### src/rtl/if_fetch.sv
// ============================================================================
// Module   : if_fetch
// Function : Instruction fetch unit. Owns the PC, fetches from a combinational
//            instruction memory, and buffers words in a 2-entry FIFO for decode.
// Revision : 1.0
// ============================================================================
`default_nettype none

module if_fetch #(
    parameter logic [31:0] RESET_PC = 32'h0000_0000,
    parameter int          DEPTH    = 2
) (
    input  logic        clk,
    input  logic        rst_n,
    output logic [31:0] o_im_addr,
    input  logic [31:0] i_im_data,
    output logic        o_out_valid,
    input  logic        i_out_ready,
    output logic [31:0] o_out_instr,
    output logic [31:0] o_out_pc,
    input  logic        i_redirect_valid,
    input  logic [31:0] i_redirect_pc,
    output logic        o_align_err
);

    localparam logic [1:0] c_FULL = 2'd2;

    logic [31:0] r_pc;
    logic [1:0]  r_count;
    logic        r_rd_ptr;
    logic        r_wr_ptr;
    logic        r_align_err;
    logic [31:0] r_buf_instr [DEPTH];
    logic [31:0] r_buf_pc    [DEPTH];

    logic        w_fire;
    logic        w_fetch;

    assign w_fire  = o_out_valid & i_out_ready;
    // A full buffer can still accept a word when its head leaves this cycle.
    assign w_fetch = ~i_redirect_valid & ((r_count != c_FULL) | w_fire);

    always_ff @(posedge clk or negedge rst_n) begin
        if (!rst_n) begin
            r_pc        <= RESET_PC;
            r_count     <= 2'd0;
            r_rd_ptr    <= 1'b0;
            r_wr_ptr    <= 1'b0;
            r_align_err <= 1'b0;
            for (int i = 0; i < DEPTH; i++) begin
                r_buf_instr[i] <= 32'h0;
                r_buf_pc[i]    <= 32'h0;
            end
        end else if (i_redirect_valid) begin
            r_pc     <= {i_redirect_pc[31:2], 2'b00};
            r_count  <= 2'd0;
            r_rd_ptr <= 1'b0;
            r_wr_ptr <= 1'b0;
            if (i_redirect_pc[1:0] != 2'b00) begin
                r_align_err <= 1'b1;
            end
        end else begin
            if (w_fetch) begin
                r_buf_instr[r_wr_ptr] <= i_im_data;
                r_buf_pc[r_wr_ptr]    <= r_pc;
                r_wr_ptr              <= ~r_wr_ptr;
                r_pc                  <= r_pc + 32'd4;
            end
            if (w_fire) begin
                r_rd_ptr <= ~r_rd_ptr;
            end
            case ({w_fetch, w_fire})
                2'b10:   r_count <= r_count + 2'd1;
                2'b01:   r_count <= r_count - 2'd1;
                default: r_count <= r_count;
            endcase
        end
    end

    assign o_im_addr   = r_pc;
    assign o_out_valid = (r_count != 2'd0);
    assign o_out_instr = r_buf_instr[r_rd_ptr];
    assign o_out_pc    = r_buf_pc[r_rd_ptr];
    assign o_align_err = r_align_err;

endmodule

`default_nettype wire

### config.mk
export PLATFORM = sky130hd
export DESIGN_NAME = if_fetch
export DESIGN_NICKNAME = d
export VERILOG_FILES = /design/src/rtl/if_fetch.sv
export SDC_FILE = /design/constraint.sdc
export NUM_CORES = 1
export LEC_CHECK = 0
export BUFFER_PORTS_ARGS = -buffer_cell sky130_fd_sc_hd__buf_4
export CAP_MARGIN = 20
export CORE_ASPECT_RATIO = 0.6
export CORE_MARGIN = 2
export CORE_UTILIZATION = 56
export CTS_BUF_LIST = sky130_fd_sc_hd__clkbuf_4
export DETAILED_ROUTE_END_ITERATION = 10
export PLACE_DENSITY = 0.82
export SETUP_SLACK_MARGIN = 0.5
export SYNTH_ARGS = -nofsm -noshare
export SYNTH_HDL_FRONTEND = slang
export SYNTH_SLANG_ARGS = --single-unit
### constraint.sdc
create_clock -name clk -period 2.85 [get_ports clk]
set_clock_uncertainty 0.15 [all_clocks]
set_input_delay 0.57 -clock clk [delete_from_list [all_inputs] [get_ports clk]]
set_output_delay 0.57 -clock clk [all_outputs]
set_load 0.01 [all_outputs]
Yosys cells after proc, flatten, opt, wreduce, memory -nomap -nowiden

Index checks and enable logic that the tools add are counted.

Flip-flop bits (word level): 165
Bits in latches: 0
RAM bits: 0
Memory bits (read-only): 0
Bits of input ports: 68
Output and inout bits: 98
Word-level logic and storage cells: 52
Memories: 0

Add/subtract/negate cells: 3
Multiply operators: 0
Divide/modulo/power cells: 0
Order comparisons: 3
Equality and inequality tests: 3
Shift-type cells: 0
Mux-type cells: 18
Bitwise logic cells: 8
Reductions and logical operators: 8

Operators with widths:

| cell                                                                 | count |
|---|---|
| 32-bit 2-to-1 mux                                                    | 9 |
| 64-bit bitwise mux                                                   | 2 |
| 32-bit by 3-bit adder with 32-bit output, second input constant      | 1 |
| 32-bit demux with 1-bit select                                       | 1 |
| 2-bit nonzero test                                                   | 4 |
| 2-bit >= comparator, second input constant                           | 2 |
| 1-bit 2-to-1 mux                                                     | 4 |
| 1-bit NOT with 2-bit output                                          | 2 |
| 2-bit one-hot mux with 2 select lines                                | 1 |
| 2-bit AND reduction                                                  | 2 |
| 1-bit NOT                                                            | 3 |
| 3-bit nonzero test                                                   | 1 |
| 2-bit by 1-bit adder with 2-bit output, second input constant        | 1 |
| 1-bit AND                                                            | 2 |
| 2-bit by 1-bit == test with 1-bit output, second input constant      | 1 |
| 2-bit == test, second input constant                                 | 1 |
| 2-bit by 1-bit < comparator with 1-bit output, second input constant | 1 |
| 2-bit 2-to-1 mux                                                     | 1 |
| 2-bit inequality test, second input constant                         | 1 |
| 2-bit by 1-bit subtractor with 2-bit output, second input constant   | 1 |
| 1-bit logical AND                                                    | 1 |
| 1-bit OR                                                             | 1 |

Logic depth before layout (Yosys ltp)

Gate-level depths: netlist of run 1.

Word-level depth: 7
Gate-level depth with buffers: 6

Least setup slack after synthesis of run 1

Ideal clock, no wire load.

Path type: input port to flip-flop
From: input port i_out_ready
To: register r_buf_instr[21] in the netlist's numbering
Library setup time: 0.125 ns
Data arrival time: 2.011 ns
Required time: 2.575 ns
Path slack: 0.564 ns
Stages: 6
Cells stage by stage: or3b_2 > buf_2 > and3_1 > clkbuf_1 > clkbuf_1 > mux2_2

Cells in the longest elaborated chain, start to end: 4

Ends and longest elaborated chain:

| element                        | RTL line | RTL |
|---|---|---|
| start: declaration             | 18       | `input logic i_out_ready,` |
| 1-bit AND                      | 39       | `assign w_fire = o_out_valid & i_out_ready;` |
| 1-bit OR                       | 41       | `assign w_fetch = ~i_redirect_valid & ((r_count != c_FULL) \| w_fire);` |
| 1-bit AND                      | 41       |  |
| 2-bit AND reduction (no line)  | --       |  |
| end signal: indexed assignment | 64       | `r_buf_instr[r_wr_ptr] <= i_im_data;` |
| end: declaration               | 33       | `logic [31:0] r_buf_instr [DEPTH];` |

No other way between the ends.
A chain may end at the register's enable or synchronous reset.

Final worst setup path of run 1

From: register r_rd_ptr
To: output port o_out_instr[4]

Cells in the longest elaborated chain, start to end: 4

Ends and longest elaborated chain:

| element                                               | RTL line | RTL |
|---|---|---|
| start: declaration                                    | 30       | `logic r_rd_ptr;` |
| start signal: assignment                              | 70       | `r_rd_ptr <= ~r_rd_ptr;` |
| 1-bit NOT with 2-bit output (not written as such)     | 82       | `assign o_out_instr = r_buf_instr[r_rd_ptr];` |
| 32-bit 2-to-1 mux (not written as such) (3 in series) | 82       |  |
| end: declaration                                      | 19       | `output logic [31:0] o_out_instr,` |

No other way between the ends. The select of a mux whose other input is x is not followed.

==> results of run 1 <==
-- cells in the final DEF, fill, tap and decap left out, types with 2 or more instances in the layout --
| master | instances |
|---|---|
| dfrtp_2 | 16 |
| conb_1 | 4 |
| nand2_1 | 32 |
| dfrtp_1 | 143 |
| nor3_1 | 2 |
| o211ai_1 | 8 |
| nand4_1 | 6 |
| or4_4 | 3 |
| or2_2 | 3 |
| or3b_2 | 2 |
| mux2_2 | 186 |
| o21ai_0 | 14 |
| clkinvlp_4 | 4 |
| or4_2 | 2 |
| nand2b_1 | 2 |
| xnor2_1 | 12 |
| nor2_1 | 12 |
| inv_1 | 3 |
| buf_12 | 4 |
| clkinv_2 | 2 |
| clkinv_4 | 4 |
| nor3b_1 | 2 |
| nor4_1 | 4 |
| inv_6 | 2 |
| a31oi_1 | 8 |
| clkbuf_4 | 18 |
| xor2_1 | 3 |
| or4_1 | 15 |
| o31ai_1 | 8 |
| or3_1 | 2 |
| nand3_1 | 16 |
| buf_4 | 179 |
-- area by class of cell --
class	instances	area [sq um]
clock buffers	17	128
clock inverters	15	138
fillers	903	3660
inverters	3	11.3
multi-input cells	359	3170
flip-flops and latches	159	4000
well taps	170	213
repair buffers	186	1450
-- how the worst max path moves through the flow --
stage	start	endpoint	slack, ps	depth (start not counted)
after detailed placement	i_out_ready	o_im_addr[24]$_DFFE_PN0P_	200	6
after floorplan	i_out_ready	r_buf_instr[21]$_DFFE_PN0P_	560	6
after CTS	r_rd_ptr$_DFFE_PN0P_	o_out_instr[4]	350	3
after global routing	r_rd_ptr$_DFFE_PN0P_	o_out_pc[23]	290	3
final	r_rd_ptr$_DFFE_PN0P_	o_out_instr[4]	400	3
after global placement	i_out_ready	o_im_addr[22]$_DFFE_PN0P_	280	6
-- cell families (layout without fill, tap and decap cells) --
family                   after synthesis  in the layout  share of synthesized area
multiplexers                         187            187                      0.288
flip-flops                           159            159                      0.545
AND/OR/NAND/NOR                      110            111                     0.0821
AO/OA/AOI/OAI                         41             41                     0.0362
buffers and inverters                 40            221                     0.0276
XOR/XNOR                              15             15                     0.0180
adder cells (fa/ha/maj)                1              1                    0.00171
other                                  1              4                   0.000514
-- where the power goes --
group / switching, W / internal [W]
Clock: 0.000836 / 0.000442
Sequential: 0.000318 / 0.00276
Combinational: 0.000761 / 0.00112
-- registers in the layout, indices dropped and copies added (netlist names) --
name and flops:
r_rd_ptr 1, o_align_err 1, o_im_addr 30, r_buf_instr 64, r_buf_pc 60, r_count 2
r_wr_ptr 1
-- through the flow --
| step | total power [W] | setup slack, ps | instances | area [sq um] |
|---|---|---|---|---|
| after floorplan | 0.00411 | 564 | 557 | 7310 |
| after global placement | 0.00485 | 279 | 863 | 8660 |
| after detailed placement | 0.00497 | 204 | 863 | 8660 |
| after CTS | 0.00625 | 354 | 896 | 8980 |
| after global routing | 0.00658 | 290 | 909 | 9110 |
| final | 0.00623 | 400 | 909 | 9110 |
-- critical path: stages (launching register included) --
cell     delay, ps
dfrtp_2        430
buf_12         230
mux2_2         380
buf_4          150
-- what timing repair did --
item,CTS,global route
resized for setup,13,14
gates cloned,0,1
hold buffers,1,0
buffers inserted,0,12
pin swaps,0,5
setup endpoints to repair,76,71
endpoints found under the hold margin,37,0
-- per-layer routing --
metal  track usage  up-vias
met5             0        -
met4        0.0654        0
met3        0.0803       18
met2         0.371      170
met1         0.349     2535
li1              -     2364
==> flow_summary.rst, run 1 <==
.. list-table::
   :header-rows: 1

   * - Metric
     - Value
   * - Run status
     - finished, final reports clean
   * - Cell area power density
     - 684 nW/um^2
   * - Least-Margin Pin Slew
     - 659 ps
   * - Detailed-route wire length on metal 1
     - 7.71 mm
   * - Routed wire length per instance
     - 18.5 um
   * - Utilization after layout
     - 0.713
   * - Cell taking the most area after synthesis
     - dfrtp_1
   * - Starting Density
     - 0.571
   * - Cell count of the worst reg-to-reg path
     - 6
   * - Number of DRC markers in iteration 0
     - 281
   * - #FFs+latches synth
     - 159
   * - Number of nets at the end of the flow
     - 795
   * - Worst hold slack after final layout
     - 78.7 ps
   * - Post-DP HPWL
     - 11.6 mm
   * - Worst-Skew Late Latency
     - 530 ps
   * - Hold wc startpoint
     - i_redirect_pc[6]
   * - Max Cap Violations
     - 0
   * - Maximum clock frequency
     - 408 MHz
   * - Warnings from Yosys
     - 0
   * - Crit path launch type
     - flip-flop
   * - Start-to-end type of the worst setup path
     - reg -> out
   * - Routability cong.
     - 0.853
   * - Fraction of layout instances using a drive strength above 1
     - 0.590
   * - Max-slew headroom
     - 0.561
   * - Uppermost signal routing layer after detailed routing
     - met4
   * - Worst flop-to-flop path endpoint
     - o_im_addr[20]$_DFFE_PN0P_
   * - Setup TNS
     - 0 ps
   * - Mapped Avg Cell Area
     - 13.2 sq um
   * - Wire length on met3
     - 1.33 mm
   * - Die Width
     - 151 um
   * - Die outline area
     - 14000 sq um
   * - Netlist area before placement
     - 7300 sq um
   * - Number of top-level pins
     - 166
   * - First-pass GRT wire length
     - 26.7 mm
   * - Fraction of post-synthesis cell area in the top cell type by area
     - 0.545
   * - Required time of the critical path
     - 2130 ps
   * - Final Setup Violations
     - 0
   * - Routed met2 length
     - 7.64 mm
   * - Clock-pin slew on the worst setup and hold paths
     - 150 ps
   * - DRC violation count after routing
     - 0
   * - Number of antenna repair diodes
     - 0
   * - Pin count of the biggest net entering global routing
     - 71
   * - Number of vias per cell
     - 5.60
   * - Number of pins with negative max-slew slack in the final report
     - 0
   * - Worst hold path stage count
     - 3
   * - Maximum count of clock buffers along a single path
     - 2
   * - Ranking of synthesized cells by area
     - dfrtp_1 55%, mux2_2 29%, or4_1 1.9%, nand2_1 1.6%, xnor2_1 1.4%
   * - Number of standard cells after synthesis
     - 554
   * - Unrepaired setup endpoints after global routing
     - yes
   * - Critical register-to-register path startpoint
     - o_im_addr[2]$_DFFE_PN0P_
   * - Via count of the first global-routing pass
     - 5216
   * - TritonCTS clock tree
     - yes
   * - Aggregate global-route resource usage
     - 0.247
   * - Post-detailed-routing wire length
     - 16.8 mm
   * - Kind of end point of the critical path
     - primary output
   * - Proportion of register bits with asynchronous set or reset after synthesis
     - 1.00
   * - Hold/Removal Path Class
     - in -> reg
   * - Global route total overflow
     - 0
   * - Leakage power figure
     - 3.92 nW
   * - Number of antenna violations at the first check in global routing
     - 0
   * - Via count
     - 5087
   * - TritonCTS buffer count
     - 17
   * - Proportion of synthesized chip area in sequential cells
     - 0.545
   * - Final ANT Viol Nets
     - 0
   * - Netlist cell types
     - 40
   * - CTS HTree Levels
     - 4
   * - Detailed-router iteration count before antenna repair
     - 5
   * - Flop2flop setup slack
     - 550 ps
   * - Prevailing post-synth register cell
     - dfrtp_1
   * - Number of rows created at floorplan
     - 32
   * - Most frequently used cell type in the post-synthesis netlist
     - mux2_2
   * - Data arrival time of the critical path
     - 1730 ps
   * - Height of the chip
     - 92.4 um
   * - Post-synth EDFFs
     - 0
   * - Hold Violations, Final
     - 0
   * - Port Buffer Count
     - 161
   * - Cell types with the highest counts after synthesis
     - 186 x mux2_2, 159 x dfrtp_1, 32 x nand2_1
   * - Time the worst path needs with I/O delays and setup
     - 2450 ps
   * - Clock root cell
     - clkbuf_4
   * - Largest voltage drop on the vdd net
     - 349 uV
   * - Number of clock sinks seen by CTS
     - 159
   * - Core Region
     - 12800 sq um
   * - Tcrit/Tclk final
     - 0.860
   * - Capture endpoint of the worst hold path
     - o_im_addr[6]$_DFFE_PN0P_
   * - Critical path peak fanout
     - 31
   * - Area growth syn-to-layout
     - 24.8%
Note: power is estimated with default switching activity, not from simulation.
==> run 2: changes to the inputs <==
--- a/config.mk
+++ b/config.mk
@@ -9,10 +9,9 @@
 export CAP_MARGIN = 20
 export CORE_ASPECT_RATIO = 0.6
 export CORE_MARGIN = 2
-export CORE_UTILIZATION = 56
-export CTS_BUF_LIST = sky130_fd_sc_hd__clkbuf_4
+export CORE_UTILIZATION = 54
 export DETAILED_ROUTE_END_ITERATION = 10
-export PLACE_DENSITY = 0.82
+export PLACE_DENSITY = 0.8
 export SETUP_SLACK_MARGIN = 0.5
 export SYNTH_ARGS = -nofsm -noshare
 export SYNTH_HDL_FRONTEND = slang
==> run 2 against run 1 <==
Effect of this change:
- the flow now finishes with violations (negative hold slack)
- maximum frequency is 4.5% higher
- critical path depth is 1 higher
- clock power is 68% higher
- global-route usage is 0.20 points lower
- non-clock buffer count is 5 higher
- sequential share of layout area is 2.2 points lower
- largest power group unchanged
- critical endpoint is now o_out_instr[13]
- design area is 5.0% higher
- hold slack worse by 87 ps
- largest cell class unchanged
- first-iteration DRC count is 48% higher
==> flow_summary.rst, run 2 (synthesized netlist as in run 1, its figures left out) <==
.. list-table::
   :header-rows: 1

   * - Metric
     - Value
   * - Number of pins with negative max-slew slack in the final report
     - 0
   * - Commonest non-fill, non-tap cells in the layout
     - 180 x mux2_2, 172 x buf_4, 151 x dfrtp_1
   * - Leakage power figure
     - 4.15 nW
   * - Clock root cell
     - clkbuf_16
   * - Die outline area
     - 14500 sq um
   * - Time the worst path needs with I/O delays and setup
     - 2350 ps
   * - Post-DP HPWL
     - 11.6 mm
   * - Core Region
     - 13000 sq um
   * - TritonCTS clock tree
     - yes
   * - Critical register-to-register path startpoint
     - o_im_addr[12]$_DFFE_PN0P_
   * - Cell type of the slowest stage on the worst timing path
     - dfrtp_2
   * - Final ANT Viol Nets
     - 0
   * - CTS HTree Levels
     - 4
   * - Port Buffer Count
     - 161
   * - Post-Place Worst Slack
     - 135 ps
   * - Tcrit/Tclk final
     - 0.823
   * - Height of the chip
     - 94.0 um
   * - Worst hold slack after final layout
     - -8.83 ps
   * - Via count of the first global-routing pass
     - 5460
   * - Detailed-router iteration count before antenna repair
     - 4
   * - Kind of end point of the critical path
     - primary output
   * - Worst setup path startpoint
     - r_rd_ptr$_DFFE_PN0P_
   * - Post-route design area
     - 9560 sq um
   * - Unrepaired setup endpoints after global routing
     - yes
   * - Hold/Removal Path Class
     - in -> async
   * - DRC violation count after routing
     - 0
   * - Number of rows created at floorplan
     - 32
   * - Aggregate global-route resource usage
     - 0.245
   * - Number of flip-flops under the largest register name
     - 64
   * - Via count
     - 5274
   * - Data arrival time of the critical path
     - 1630 ps
   * - Largest voltage drop on the vdd net
     - 424 uV
   * - Number of DRC markers in iteration 0
     - 416
   * - Starting Density
     - 0.561
   * - Setup TNS
     - 0 ps
   * - Max stage delay on crit path
     - 390 ps
   * - Max-slew headroom
     - 0.588
   * - Number of nets at the end of the flow
     - 799
   * - Register with the most flip-flops
     - r_buf_instr
   * - Number of antenna violations at the first check in global routing
     - 1
   * - Failing checks
     - negative hold slack
   * - Routability cong.
     - 0.835
   * - Number of top-level pins
     - 166
   * - First-pass GRT wire length
     - 27.5 mm
   * - Routed wire length per instance
     - 19.8 um
   * - Fraction of layout instances using a drive strength above 1
     - 0.584
   * - Cell area power density
     - 755 nW/um^2
   * - Critical path peak fanout
     - 10
   * - Start-to-end type of the worst setup path
     - reg -> out
   * - Area growth syn-to-layout
     - 31.1%
   * - Most common cell after layout, fill and taps aside
     - mux2_2
   * - Clock-pin slew on the worst setup and hold paths
     - 70 ps
   * - Maximum clock frequency
     - 426 MHz
   * - Worst-Skew Late Latency
     - 420 ps
   * - Max Cap Violations
     - 0
   * - Total chip power
     - 0.00722 W
   * - Critical-path cell list
     - buf_12 > clkbuf_16 > mux2_2 > buf_4
   * - Final setup slack of the worst path
     - 505 ps
   * - TritonCTS buffer count
     - 17
   * - Total placed instance area
     - 8670 sq um
   * - Footprint of the multi-input gates
     - 3180 sq um
   * - Crit path launch type
     - flip-flop
   * - Hold Violations, Final
     - 6
   * - Required time of the critical path
     - 2130 ps
   * - Least-Margin Pin Slew
     - 618 ps
   * - Number of clock sinks seen by CTS
     - 159
   * - Maximum count of clock buffers along a single path
     - 2
   * - Global route total overflow
     - 0
   * - Pin count of the biggest net entering global routing
     - 67
   * - Run status
     - finished, violations left
   * - Total of fill cells in the finished design
     - 871
   * - Register area
     - 3990 sq um
   * - Die Width
     - 154 um
   * - Post-detailed-routing wire length
     - 18.1 mm
   * - Final Setup Violations
     - 0
   * - Number of vias per cell
     - 5.77
==> run 2: report_power, final <==
part	internal [W]	total (W)	leakage, nW	switching (W)
combinational	0.00119	0.00199	2.01	0.000793
clock	0.00115	0.00215	0.271	0.000999
sequential	0.00276	0.00308	1.87	0.000321
total	0.00510	0.00722	4.15	0.00211
==> run 2: final cells by class <==
class | count | share of cell area
clock buffer | 17 | 0.0445
clock inverter | 15 | 0.0131
multi-input combinational | 358 | 0.332
tap | 170 | 0.0222
sequential | 159 | 0.417
antenna | 1 | 0.000262
inverter | 3 | 0.00118
timing repair buffer | 191 | 0.169
==> run 2: routing by layer <==
layer	vias to the layer above	global-route usage	wire [um]
met4	0	0.0623	92
met3	11	0.0853	1420
met2	204	0.394	8520
met5	-	0	0
li1	2371	-	-
met1	2688	0.322	8080
==> run 2: critical path, delay by kind of cell (launching register included) <==
kind	cells	cell delay, ps
mux	1	350
flops	1	390
buf+inv	3	470
==> run 2: repair_timing <==
action,CTS,global route
buffers inserted,5,8
gates cloned,0,6
hold buffers,0,0
resized for setup,8,22
pin swaps,2,5
endpoints found under the setup margin,79,75
==> run 2: worst paths after layout <==
kind / end / slack (ps) / cells after the start
worst max-delay path: o_out_instr[13] / 500 / 4
worst min-delay path: r_buf_pc[57]$_DFFE_PN0P_ / -9 / 1
worst max register to register: o_im_addr[18]$_DFFE_PN0P_ / 570 / 5
worst min register to register: o_align_err$_DFFE_PN0P_ / 340 / 1
max in group asynchronous: r_buf_instr[50]$_DFFE_PN0P_ / 1670 / 2
min in group clk: o_im_addr[19]$_DFFE_PN0P_ / 200 / 3
==> run 2: metrics by stage <==
stage | utilization | std cells
global placement | 0.666 | 862
detailed placement | 0.666 | 862
CTS | 0.713 | 899
global route | 0.735 | 913
floorplan | - | 557
finish | 0.735 | 914
==> run 3: changes to the inputs <==
==> constraint.sdc (replaced) <==
create_clock -name clk -period 2.2 [get_ports clk]
set_clock_uncertainty 0.15 [all_clocks]
set_input_delay 0.44 -clock clk [delete_from_list [all_inputs] [get_ports clk]]
set_output_delay 0.44 -clock clk [all_outputs]
set_load 0.01 [all_outputs]
==> run 3 against run 2 <==
Effect of this change:
- the flow finishes with violations (negative setup slack)
- count of clock-buffer cells in the layout rose by 2
- register-to-register slack worse by 760 ps
- final cell count grew 11%
- die area unchanged
- critical path depth unchanged
- largest power group unchanged
==> flow_summary.rst, run 3 (synthesized netlist as in run 1, its figures left out) <==
.. list-table::
   :header-rows: 1

   * - Metric
     - Value
   * - Run status
     - finished, violations left
   * - Failing checks
     - negative setup slack
   * - Height of the chip
     - 94.0 um
   * - Data arrival time of the critical path
     - 2580 ps
   * - Die Width
     - 154 um
   * - Port Buffer Count
     - 161
   * - Number of top-level pins
     - 166
   * - Max Cap Violations
     - 0
   * - Total of fill cells in the finished design
     - 390
   * - Number of rows created at floorplan
     - 32
   * - Hold/Removal Path Class
     - in -> reg
   * - Max-slew headroom
     - 0.605
   * - Utilization after layout
     - 0.913
   * - Kind of end point of the critical path
     - flip-flop
   * - Final ANT Viol Nets
     - 0
   * - Worst hold slack after final layout
     - 82.9 ps
   * - Number of antenna violations at the first check in global routing
     - 1
   * - Number of DRC markers in iteration 0
     - 928
   * - Start-to-end type of the worst setup path
     - reg -> reg
   * - TritonCTS buffer count
     - 17
   * - Time the worst path needs with I/O delays and setup
     - 2390 ps
   * - Worst path buffer plus inverter count
     - 0
   * - Worst-Skew Late Latency
     - 440 ps
   * - Via count of the first global-routing pass
     - 6170
   * - Aggregate global-route resource usage
     - 0.337
   * - Cell type of the slowest stage on the worst timing path
     - or4_4
   * - TritonCTS clock tree
     - yes
   * - Leakage power figure
     - 5.41 nW
   * - Number of pins with negative max-slew slack in the final report
     - 0
   * - Final Setup Violations
     - 73
   * - Largest voltage drop on the vdd net
     - 732 uV
   * - First-pass GRT wire length
     - 36.3 mm
   * - DRC violation count after routing
     - 0
   * - Total placed instance area
     - 9170 sq um
   * - Fraction of layout instances using a drive strength above 1
     - 0.691
   * - Via count
     - 6838
   * - Number of flip-flops under the largest register name
     - 64
   * - Most common cell after layout, fill and taps aside
     - buf_4
   * - Unrepaired setup endpoints after global routing
     - yes
   * - Area growth syn-to-layout
     - 62.9%
   * - Maximum clock frequency
     - 418 MHz
   * - Number of nets at the end of the flow
     - 897
   * - Required time of the critical path
     - 2390 ps
   * - Flop2flop setup slack
     - -190 ps
   * - Commonest non-fill, non-tap cells in the layout
     - 162 x buf_4, 141 x mux2_4, 138 x dfrtp_1
   * - Post-detailed-routing wire length
     - 32.1 mm
   * - Final setup slack of the worst path
     - -190 ps
   * - Tcrit/Tclk final
     - 1.09
   * - Family with the most delay on the worst path
     - simple AND/OR/NAND/NOR gates
   * - Die outline area
     - 14500 sq um
   * - Pin count of the biggest net entering global routing
     - 63
   * - Post-route design area
     - 11900 sq um
   * - Starting Density
     - 0.561
   * - Global route total overflow
     - 0
   * - Setup TNS
     - -3230 ps
   * - Critical-path cell list
     - nand4_1 > or4_4 > or4_4 > a31oi_4
   * - Core Region
     - 13000 sq um
   * - Hold Violations, Final
     - 0
   * - Clock-pin slew on the worst setup and hold paths
     - 70 ps
   * - Number of vias per cell
     - 6.76
   * - Footprint of the multi-input gates
     - 4040 sq um
   * - Routed wire length per instance
     - 31.8 um
   * - Routability cong.
     - 0.824
   * - Maximum count of clock buffers along a single path
     - 2
   * - Detailed-router iteration count before antenna repair
     - 7
   * - Crit path launch type
     - flip-flop
   * - Register with the most flip-flops
     - r_buf_instr
   * - Critical path peak fanout
     - 6
   * - CTS HTree Levels
     - 4
   * - Least-Margin Pin Slew
     - 592 ps
   * - Max stage delay on crit path
     - 700 ps
   * - Number of antenna repair diodes
     - 0
   * - Post-DP HPWL
     - 12.3 mm
   * - Cell area power density
     - 938 nW/um^2
   * - Clock root cell
     - clkbuf_16
   * - Most used cell along the critical path
     - or4_4
   * - Number of clock sinks seen by CTS
     - 159
   * - Register area
     - 4010 sq um
[run 3: changes by cell type in the layout (fill, tap and decap cells not counted), sizes merged]
cell         before  now
buf             186  284
dlygate4sd3       0    1
bufinv            0    1
inv              13    8
diode             1    0
or4              19   20
clkinv            3    4
clkinvlp          2    3
[run 3: per-layer routing]
layer / vias to the layer above / global-route usage / part of all wire
met5: - / 0 / 0.00040
met4: 2 / 0.112 / 0.062
met3: 214 / 0.0595 / 0.12
met2: 627 / 0.537 / 0.44
met1: 3428 / 0.472 / 0.38
li1: 2567 / - / -
[run 3: tightest hold or removal path, stage by stage]
cell,delay [ps]
buf_4,80
nand2_1,60
nand3_2,60
[run 3: worst paths after layout]
check                                               start                          end  cells past startpoint
worst min-delay path                    i_redirect_pc[16]    o_im_addr[16]$_DFFE_PN0P_                      3
min in group asynchronous                           rst_n  r_buf_instr[35]$_DFFE_PN0P_                      2
worst max register to register  o_im_addr[12]$_DFFE_PN0P_    o_im_addr[22]$_DFFE_PN0P_                      4
worst min register to register    o_align_err$_DFFE_PN0P_      o_align_err$_DFFE_PN0P_                      1
worst max-delay path            o_im_addr[12]$_DFFE_PN0P_    o_im_addr[22]$_DFFE_PN0P_                      4
max in group asynchronous                           rst_n    o_im_addr[15]$_DFFE_PN0P_                      3
[run 3: metrics by stage]
step	worst slack (ps)	power [W]	instances
after floorplan	167	0.00552	557
after global placement	28.6	0.00655	890
after detailed placement	-18.2	0.00668	890
after CTS	0.0216	0.0101	974
after global routing	-377	0.0114	1011
final	-190	0.0111	1011
[run 3: power by group]
group / switching (W) / internal [W] / leakage (nW) / total (W)
clock: 0.00136 / 0.00164 / 0.277 / 0.00300
sequential: 0.000539 / 0.00358 / 1.85 / 0.00412
combinational: 0.00163 / 0.00239 / 3.28 / 0.00402
[run 3: layout make-up]
cell class,instances,share of cell area
Clock inverter,13,0.0107
Inverter,3,0.000947
Multi-Input combinational cell,359,0.340
Clock buffer,19,0.0381
Tap cell,170,0.0179
Sequential cell,159,0.337
Timing Repair Buffer,288,0.256
[run 3: what timing repair did]
action	CTS	global route
endpoints found under the setup margin	223	239
setup buffers	35	32
endpoints found under the hold margin	58	0
cloned	16	5
resized for setup	117	172
pin swaps	19	24
hold buffers	1	0
